[config.mk]
export PLATFORM = sky130hd
export DESIGN_NAME = paddsub_accum_flat
export DESIGN_NICKNAME = d
export VERILOG_FILES = /design/src/rtl/paddsub_accum_if.sv /design/src/rtl/paddsub_accum.sv /design/src/flat_wrapper.sv
export SDC_FILE = /design/constraint.sdc
export NUM_CORES = 1
export LEC_CHECK = 0
export ABC_AREA = 1
export BUFFER_PORTS_ARGS = -buffer_cell sky130_fd_sc_hd__buf_2
export CAP_MARGIN = 20
export CORE_MARGIN = 2
export CORE_UTILIZATION = 45
export DETAILED_ROUTE_END_ITERATION = 16
export PLACE_DENSITY = 0.71
export SETUP_SLACK_MARGIN = 0.02
export SYNTH_ARGS = -nofsm -noshare
export SYNTH_HDL_FRONTEND = slang
export SYNTH_SLANG_ARGS = --single-unit
[constraint.sdc]
create_clock -name clk -period 4.7 [get_ports clk]
set_input_delay 0.47 -clock clk [delete_from_list [all_inputs] [get_ports clk]]
set_output_delay 0.47 -clock clk [all_outputs]
set_load 0.02 [all_outputs]
[src/rtl/paddsub_accum_if.sv]
// ---------------------------------------------------------------------------
// paddsub_accum_if
//   Run-control and data handshake bundle for the PADDSUB nibble accumulator.
//
//   Signals (master drives the run, slave is the accumulator):
//     start     run request, sampled by the accumulator only while idle
//     len       number of words in the run, captured with start
//     init      initial accumulator value, captured with start
//     in_valid  in_data carries a word
//     in_data   16-bit word to fold into the accumulator
//     in_ready  accumulator takes a word this cycle
//     busy      run in progress
//     done      one-cycle pulse, result/sat_flags are final
//     result    accumulator register
//     sat_flags sticky per-lane saturation flags (bit i = lane i)
// ---------------------------------------------------------------------------
interface paddsub_accum_if #(
    parameter int LEN_W = 4
) ();
    logic             start;
    logic [LEN_W-1:0] len;
    logic [15:0]      init;
    logic             in_valid;
    logic [15:0]      in_data;
    logic             in_ready;
    logic             busy;
    logic             done;
    logic [15:0]      result;
    logic [3:0]       sat_flags;

    modport master (
        output start,
        output len,
        output init,
        output in_valid,
        output in_data,
        input  in_ready,
        input  busy,
        input  done,
        input  result,
        input  sat_flags
    );

    modport slave (
        input  start,
        input  len,
        input  init,
        input  in_valid,
        input  in_data,
        output in_ready,
        output busy,
        output done,
        output result,
        output sat_flags
    );
endinterface

[src/rtl/paddsub_accum.sv]
// ---------------------------------------------------------------------------
// paddsub_accum
//   Multi-beat saturating nibble accumulator. Loads a 16-bit initial value,
//   then folds len words into it with a lane-wise (4 x 4-bit) saturating
//   two's-complement add, recording sticky per-lane saturation events.
//
//   Ports:
//     clk    system clock, rising edge
//     rst_n  asynchronous active-low reset
//     bus    paddsub_accum_if.slave (start/len/init, in_valid/in_data,
//            in_ready, busy, done, result, sat_flags)
//
//   state | meaning
//   ------+----------------------------------------------------------
//   IDLE  | waiting for start; result/sat_flags hold the last run
//   ACC   | accepting words, one per in_valid cycle, until cnt hits 1
//   DONE  | one-cycle done pulse, then back to IDLE
// ---------------------------------------------------------------------------
module paddsub_accum #(
    parameter int LEN_W = 4
) (
    input  logic              clk,
    input  logic              rst_n,
    paddsub_accum_if.slave    bus
);

    typedef enum logic [1:0] {
        ST_IDLE = 2'd0,
        ST_ACC  = 2'd1,
        ST_DONE = 2'd2
    } state_t;

    state_t           state_q, state_d;
    logic [15:0]      acc_q, acc_d;
    logic [LEN_W-1:0] cnt_q, cnt_d;
    logic [3:0]       sat_q, sat_d;

    logic [15:0]      sum_w;
    logic [3:0]       ovf_w;

    // Lane adder: four independent 4-bit saturating adds, no carry between
    // lanes. Overflow is only possible when both operands share a sign and
    // the raw sum's sign differs from it.
    for (genvar g = 0; g < 4; g++) begin : g_lane
        logic [3:0] a_w, b_w, raw_w;
        logic       pos_ovf_w, neg_ovf_w;

        assign a_w       = acc_q[4*g +: 4];
        assign b_w       = bus.in_data[4*g +: 4];
        assign raw_w     = a_w + b_w;
        assign pos_ovf_w = ~a_w[3] & ~b_w[3] &  raw_w[3];
        assign neg_ovf_w =  a_w[3] &  b_w[3] & ~raw_w[3];

        assign sum_w[4*g +: 4] = pos_ovf_w ? 4'h7 :
                                 neg_ovf_w ? 4'h8 : raw_w;
        assign ovf_w[g]        = pos_ovf_w | neg_ovf_w;
    end

    always_ff @(posedge clk or negedge rst_n) begin
        if (!rst_n) begin
            state_q <= ST_IDLE;
            acc_q   <= '0;
            cnt_q   <= '0;
            sat_q   <= '0;
        end else begin
            state_q <= state_d;
            acc_q   <= acc_d;
            cnt_q   <= cnt_d;
            sat_q   <= sat_d;
        end
    end

    always_comb begin
        state_d = state_q;
        acc_d   = acc_q;
        cnt_d   = cnt_q;
        sat_d   = sat_q;

        unique case (state_q)
            ST_IDLE: begin
                if (bus.start) begin
                    acc_d   = bus.init;
                    cnt_d   = bus.len;
                    sat_d   = '0;
                    state_d = (bus.len == '0) ? ST_DONE : ST_ACC;
                end
            end
            ST_ACC: begin
                // in_ready is constant 1 here, so a beat is just in_valid.
                if (bus.in_valid) begin
                    acc_d = sum_w;
                    sat_d = sat_q | ovf_w;
                    cnt_d = cnt_q - 1'b1;
                    if (cnt_q == LEN_W'(1)) begin
                        state_d = ST_DONE;
                    end
                end
            end
            ST_DONE: begin
                state_d = ST_IDLE;
            end
            default: begin
                state_d = ST_IDLE;
            end
        endcase
    end

    // Moore outputs, decoded from the state register only.
    assign bus.in_ready  = (state_q == ST_ACC);
    assign bus.busy      = (state_q == ST_ACC) || (state_q == ST_DONE);
    assign bus.done      = (state_q == ST_DONE);
    assign bus.result    = acc_q;
    assign bus.sat_flags = sat_q;

endmodule

[src/flat_wrapper.sv]
// flat-port wrapper written by rule: the top's interface ports become plain ports
module paddsub_accum_flat 
#(
    parameter int LEN_W = 4
)
  (clk, rst_n, bus_start, bus_len, bus_init, bus_in_valid, bus_in_data, bus_in_ready, bus_busy, bus_done, bus_result, bus_sat_flags);
  paddsub_accum_if #(.LEN_W(LEN_W)) bus_i ();
  input  logic clk;
  input  logic rst_n;
  input wire logic [$bits(bus_i.start)-1:0] bus_start;
  input wire logic [$bits(bus_i.len)-1:0] bus_len;
  input wire logic [$bits(bus_i.init)-1:0] bus_init;
  input wire logic [$bits(bus_i.in_valid)-1:0] bus_in_valid;
  input wire logic [$bits(bus_i.in_data)-1:0] bus_in_data;
  output wire logic [$bits(bus_i.in_ready)-1:0] bus_in_ready;
  output wire logic [$bits(bus_i.busy)-1:0] bus_busy;
  output wire logic [$bits(bus_i.done)-1:0] bus_done;
  output wire logic [$bits(bus_i.result)-1:0] bus_result;
  output wire logic [$bits(bus_i.sat_flags)-1:0] bus_sat_flags;
  assign bus_i.start = bus_start;
  assign bus_i.len = bus_len;
  assign bus_i.init = bus_init;
  assign bus_i.in_valid = bus_in_valid;
  assign bus_i.in_data = bus_in_data;
  assign bus_in_ready = bus_i.in_ready;
  assign bus_busy = bus_i.busy;
  assign bus_done = bus_i.done;
  assign bus_result = bus_i.result;
  assign bus_sat_flags = bus_i.sat_flags;
  paddsub_accum #(.LEN_W(LEN_W)) u_core (.clk(clk), .rst_n(rst_n), .bus(bus_i));
endmodule
==> results of run 1 <==
layer usage:
layer  wire [um]  share of wire, %  GRT usage, %
met2        2280                46          32.5
met1        2310                47          27.7
met3         301               6.1          2.50
met5           0                 0             0
met4          30              0.61          3.56
state kept, by name (all words and copies together), names as in the netlist:
name / flops
u_core.bus.result: 16
u_core.cnt_q: 4
u_core.state_q: 2
u_core.bus.sat_flags: 4
Yosys cell counts:
master,instances
nand2_1,68
inv_1,41
nand3_1,38
dfrtp_1,26
ha_1,25
a21oi_1,11
a22oi_1,9
nor2_1,6
o21ai_0,5
o21ai_1,5
a22oi_2,4
buf_6,4
fa_1,4
inv_2,4
o21a_1,3
or2_2,3
xnor2_1,3
a31oi_1,2
buf_2,1
buf_4,1
nand2_4,1
nor4_1,1
o211ai_1,1
o21ai_2,1
o22ai_1,1
o31ai_1,1
xor2_1,1
cell families after synthesis:
logic type      Yosys count
compound gates           43
xor+xnor                  4
fa+ha+maj                29
buf+inv                  51
flops                    26
simple gates            117
stage by stage:
stage / utilization, % / std cells / hold WS, ps / area [um^2] / power, uW
after detailed placement: 54.7 / 378 / 502 / 2410 / 1490
after CTS: 56.0 / 382 / 218 / 2470 / 1650
after global placement: 54.7 / 378 / 508 / 2410 / 1470
after global routing: 56.0 / 382 / 230 / 2470 / 1800
final: 56.0 / 382 / 201 / 2470 / 1630
after floorplan: - / 270 / 174 / 2100 / 1270
worst max-delay path: cells and delay by family, from the launching register on:
kind | cells | cell delay, ps
and+or+nand+nor | 2 | 100
buffers and inverters | 2 | 330
DFF | 1 | 380
adders and majority gates | 1 | 360
AOI/OAI and AO/OA | 2 | 990
final cells by class:
class                   count  share of cell area (%)
clock buffers               4                    2.23
inverters                  45                    6.84
multi-input cells         193                    49.4
flip-flops and latches     26                    26.3
well taps                  52                    2.63
repair buffers             62                    12.6
power by group:
part | leakage (uW) | switching [uW] | internal, uW | total, uW
clock | 0.0000288 | 71.1 | 74.9 | 146
combinational | 0.00106 | 667 | 393 | 1060
sequential | 0.000322 | 95.5 | 333 | 428
total | 0.00141 | 833 | 801 | 1630
worst max path at each step:
stage                                startpoint                     to  slack [ps]  cells past startpoint
final                         u_core.state_q[1]  u_core.bus.result[10]        2420                      7
after detailed placement      u_core.state_q[1]  u_core.bus.result[10]        2410                      7
after floorplan           u_core.bus.result[14]  u_core.bus.result[14]        3020                      8
after global routing          u_core.state_q[1]   u_core.bus.result[2]        2210                      7
after CTS                     u_core.state_q[1]  u_core.bus.result[10]        2410                     10
after global placement        u_core.state_q[1]  u_core.bus.result[14]        2540                      7
==> results.json, run 1 <==
{
  "outcome": "finished clean",
  "cts_sinks": 26,
  "grt_pass1_wl_um": 8220,
  "synth_top_family_by_area": "simple AND/OR/NAND/NOR gates",
  "netlist_instances": 270,
  "cts-hold-fix-buffers": 0,
  "yosys-top-cells-area": "dfrtp_1 31%, ha_1 15%, nand2_1 12%",
  "ff2ff_path_depth": 7,
  "post_synth_num_cell_types": 27,
  "path_cells": "inv_1 > ha_1 > o21ai_2 > inv_2 > o21a_1 > nand2_1 > nand2_1",
  "vias": 2006,
  "layout_commonest_cell": "nand2_1",
  "synth_mux_area_share_pct": 0,
  "n_antenna_cell": 0,
  "tightestPinTransition_ps": 949,
  "synth_nets": 339,
  "critical_path_arrival_ps": 2450,
  "crit_required_ps": 4870,
  "timing.reg2reg.setup_slack_ps": 2420,
  "drt_iter0_drc": 94,
  "drc_errors": 0,
  "crit_fanout": 20,
  "fp.coreArea_um2": 4410,
  "num_rows": 24,
  "layout-area-overhead-vs-synth_pct": 17.8,
  "seqCellArea_um2": 651,
  "grt_use_total_pct": 19.6,
  "htree_levels": 1,
  "synth_xor_area_share_pct": 1.67,
  "final_cell_mix": "68 x nand2_1, 62 x buf_2, 41 x inv_1, 38 x nand3_1, 26 x dfrtp_1",
  "numCtsBuffers": 3,
  "routabilityCongestion": 0.826,
  "multi_input_area_um2": 1220,
  "routed_wl_um": 4920,
  "clockBufferDepth": 2,
  "syn_avg_cell_area_um2": 7.77,
  "ys_seq_area_share_pct": 31.0,
  "clkSlewWorstSetupHoldPaths_ps": 90,
  "io_pins": 63,
  "cts_resized": 0,
  "final.setup.tns_ps": 0,
  "initial_utilization_pct": 47.5,
  "slew_viol_final": 0,
  "reg2reg_to": "u_core.bus.result[10]",
  "routed_via_density": 5.25,
  "critPathLaunchType": "flop",
  "synth.cell_area_um2": 2100,
  "setup_violations": 0,
  "antenna_left": 0,
  "peakVddDrop_v": 0.000311,
  "drtPass1Iterations": 4,
  "worst_skew_pair.late_latency_ps": 270,
  "antenna_found_initial": 0,
  "nets": 400,
  "grt_pass1_vias": 1866,
  "rsz0062_at_grt": "no",
  "dp.final_hpwl_um": 3890,
  "fill_cells": 420,
  "r2r-start": "u_core.state_q[1]",
  "place_ws_ps": 2410,
  "max_freq_mhz": 438,
  "yosys_register_bits": 26,
  "synth_top_area_share_pct": 31.0,
  "maxCapViolations": 0,
  "fin_crit_ps": 2280,
  "die_w_um": 72.3,
  "cts_setup_buffers": 0,
  "hold_violations": 0,
  "yosysWarnings": 0,
  "max_stage_delay_ps": 810,
  "p_leak_uw": 0.00141,
  "wl_per_cell_um": 12.9,
  "cts_tree": "done",
  "die_h_um": 72.3,
  "max_slew_margin_pct": 36.7,
  "cts-root-buf": "clkbuf_8",
  "cp-end-kind": "flop",
  "synth_compound_area_share_pct": 13.7,
  "setup_ws_ps": 2420,
  "io_buffers": 62,
  "grt_max_degree": 27,
  "cp_common_cell": "nand2_1",
  "hp-class": "input pin to asynchronous set/reset pin",
  "powerDensity_nw_per_um2": 661,
  "synthSimpleGateAreaFrac_pct": 24.0,
  "grt_overflow": 0,
  "critical-path-slowest-cell": "o21ai_2",
  "synth_area_leader_cell": "dfrtp_1",
  "synthAdderAreaFrac_pct": 18.7,
  "dieArea_um2": 5220,
  "skew_ps": 2.35,
  "path_class": "flop to flop",
  "drive_gt1_share_pct": 23.9,
  "finalCritPeriodShare_pct": 48.6
}
Note: power is estimated with default switching activity, not from simulation.
==> run 2: changes to the inputs <==
PLACE_DENSITY = 0.74   (was 0.71)
clock period = 1.9 ns   (was 4.7 ns; I/O delays follow)
==> results.json, run 2 (synthesis gave the netlist of run 1 again) <==
{
  "drc_errors": 0,
  "die_w_um": 72.3,
  "critPathLaunchType": "flop",
  "hold_violations": 0,
  "numCtsBuffers": 3,
  "cts_tree": "done",
  "worst_skew_pair.late_latency_ps": 270,
  "setup_violations": 0,
  "routabilityCongestion": 0.840,
  "vias": 1978,
  "grt_use_total_pct": 18.9,
  "outcome": "finished clean",
  "dieArea_um2": 5220,
  "n_antenna_cell": 0,
  "cp-end-kind": "flop",
  "rsz0062_at_grt": "no",
  "finalCritPeriodShare_pct": 91.3,
  "nets": 406,
  "p_switching_uw": 2070,
  "path_class": "flop to flop",
  "layout-area-overhead-vs-synth_pct": 21.1,
  "htree_levels": 1,
  "pwr-share-clk_pct": 8.7,
  "maxCapViolations": 0,
  "grt_max_degree": 27,
  "grt_pass1_vias": 1787,
  "largest_reg_flops": 16,
  "dpl.cell_count": 383,
  "tightestPinTransition_ps": 580,
  "holdWs_ps": 143,
  "routed_via_density": 5.10,
  "drive_gt1_share_pct": 25.3,
  "cts_sinks": 26,
  "p_leak_uw": 0.00144,
  "grt_pass1_wl_um": 7910,
  "drtPass1Iterations": 4,
  "hp-class": "input pin to flop",
  "routed_wl_um": 4720,
  "crit_required_ps": 2070,
  "layout_commonest_cell": "nand2_1",
  "pwr-share-seq_pct": 25.1,
  "final_cell_mix": "68 x nand2_1, 62 x buf_2, 41 x inv_1, 38 x nand3_1, 26 x dfrtp_1",
  "slew_viol_final": 0,
  "final.setup.tns_ps": 0,
  "cts-root-buf": "clkbuf_8",
  "max_freq_mhz": 577,
  "antenna_found_initial": 0,
  "peakVddDrop_v": 0.000769,
  "internal_power_uw": 2110,
  "io_buffers": 62,
  "max_slew_margin_pct": 61.3,
  "crit_fanout": 4,
  "skew_ps": 5.67,
  "fin_crit_ps": 1730,
  "wl_per_cell_um": 12.2,
  "io_pins": 63,
  "grt_overflow": 0,
  "powerDensity_nw_per_um2": 1640,
  "critical_path_arrival_ps": 1900,
  "num_rows": 24,
  "initial_utilization_pct": 47.5,
  "antenna_left": 0,
  "drt_iter0_drc": 96,
  "fp.coreArea_um2": 4410,
  "dp.final_hpwl_um": 3840,
  "clockBufferDepth": 2,
  "clkSlewWorstSetupHoldPaths_ps": 90,
  "die_h_um": 72.3,
  "fin_cells": 388,
  "switching_share_pct": 49.6,
  "combPwrFrac_pct": 66.2
}
## run 2: cell count changes in the layout (fill, tap and decap cells not counted), sizes merged
cell and change:
buf +5, dlygate4sd3 +1
## run 2: area by class of cell
class,instances,area [um^2]
Fill cell,435,1870
Clock buffer,4,55.1
Timing Repair Buffer,68,370
Tap cell,52,65.1
Multi-Input combinational cell,193,1230
Sequential cell,26,651
Inverter,45,169
## run 2: worst paths after layout
path	start	end	slack (ps)	cells past startpoint
worst max-delay path	u_core.bus.result[14]	u_core.bus.result[14]	170	8
worst min-delay path	bus_init[5]	u_core.bus.result[5]	140	3
worst max register to register	u_core.bus.result[14]	u_core.bus.result[14]	170	8
worst min register to register	u_core.bus.sat_flags[3]	u_core.bus.sat_flags[3]	520	2
max in group asynchronous	rst_n	u_core.bus.result[11]	1070	2
min in group asynchronous	rst_n	u_core.bus.result[5]	440	2
## run 2: what timing repair did
item                                   4_1_cts  5_1_grt
hold buffers                                 1        0
resized for setup                            0        2
endpoints found under the hold margin       26        0
setup endpoints to repair                    0        5
setup buffers                                0        0
## run 2: per-layer routing
metal / up-vias / share of wire (%) / global-route usage, %
met1: 892 / 45 / 25.4
met5: - / 0 / 0
met2: 61 / 47 / 31.2
met4: 0 / 1.3 / 3.98
met3: 6 / 7.1 / 4.44
li1: 1019 / - / -
## run 2: worst max-delay path, stage by stage (launching register included)
cell     delay (ps)
dfrtp_1         430
ha_1            360
or2_2           320
nand3_1         110
nand3_1         140
nand2_1         100
nand3_1          70
nand2_1          60
nand2_1          50
## run 2: per-stage QoR
stage	power, uW	instance area [um^2]	worst slack, ps	utilization, %
2_1_floorplan	3130	2100	223	-
3_3_place_gp	3760	2460	192	55.8
3_5_place_dp	3820	2460	115	55.8
4_1_cts	4200	2530	103	57.3
5_1_grt	4620	2540	51.1	57.5
6_report	4180	2540	166	57.5
## run 2: power groups by stage
| stage | Clock (uW) | Combinational [uW] | Sequential, uW |
|---|---|---|---|
| 2_1_floorplan | 0 | 1870 | 1260 |
| 3_3_place_gp | 0 | 2710 | 1050 |
| 3_5_place_dp | 0 | 2760 | 1060 |
| 4_1_cts | 375 | 2780 | 1050 |
| 5_1_grt | 401 | 3140 | 1090 |
| 6_report | 362 | 2770 | 1050 |
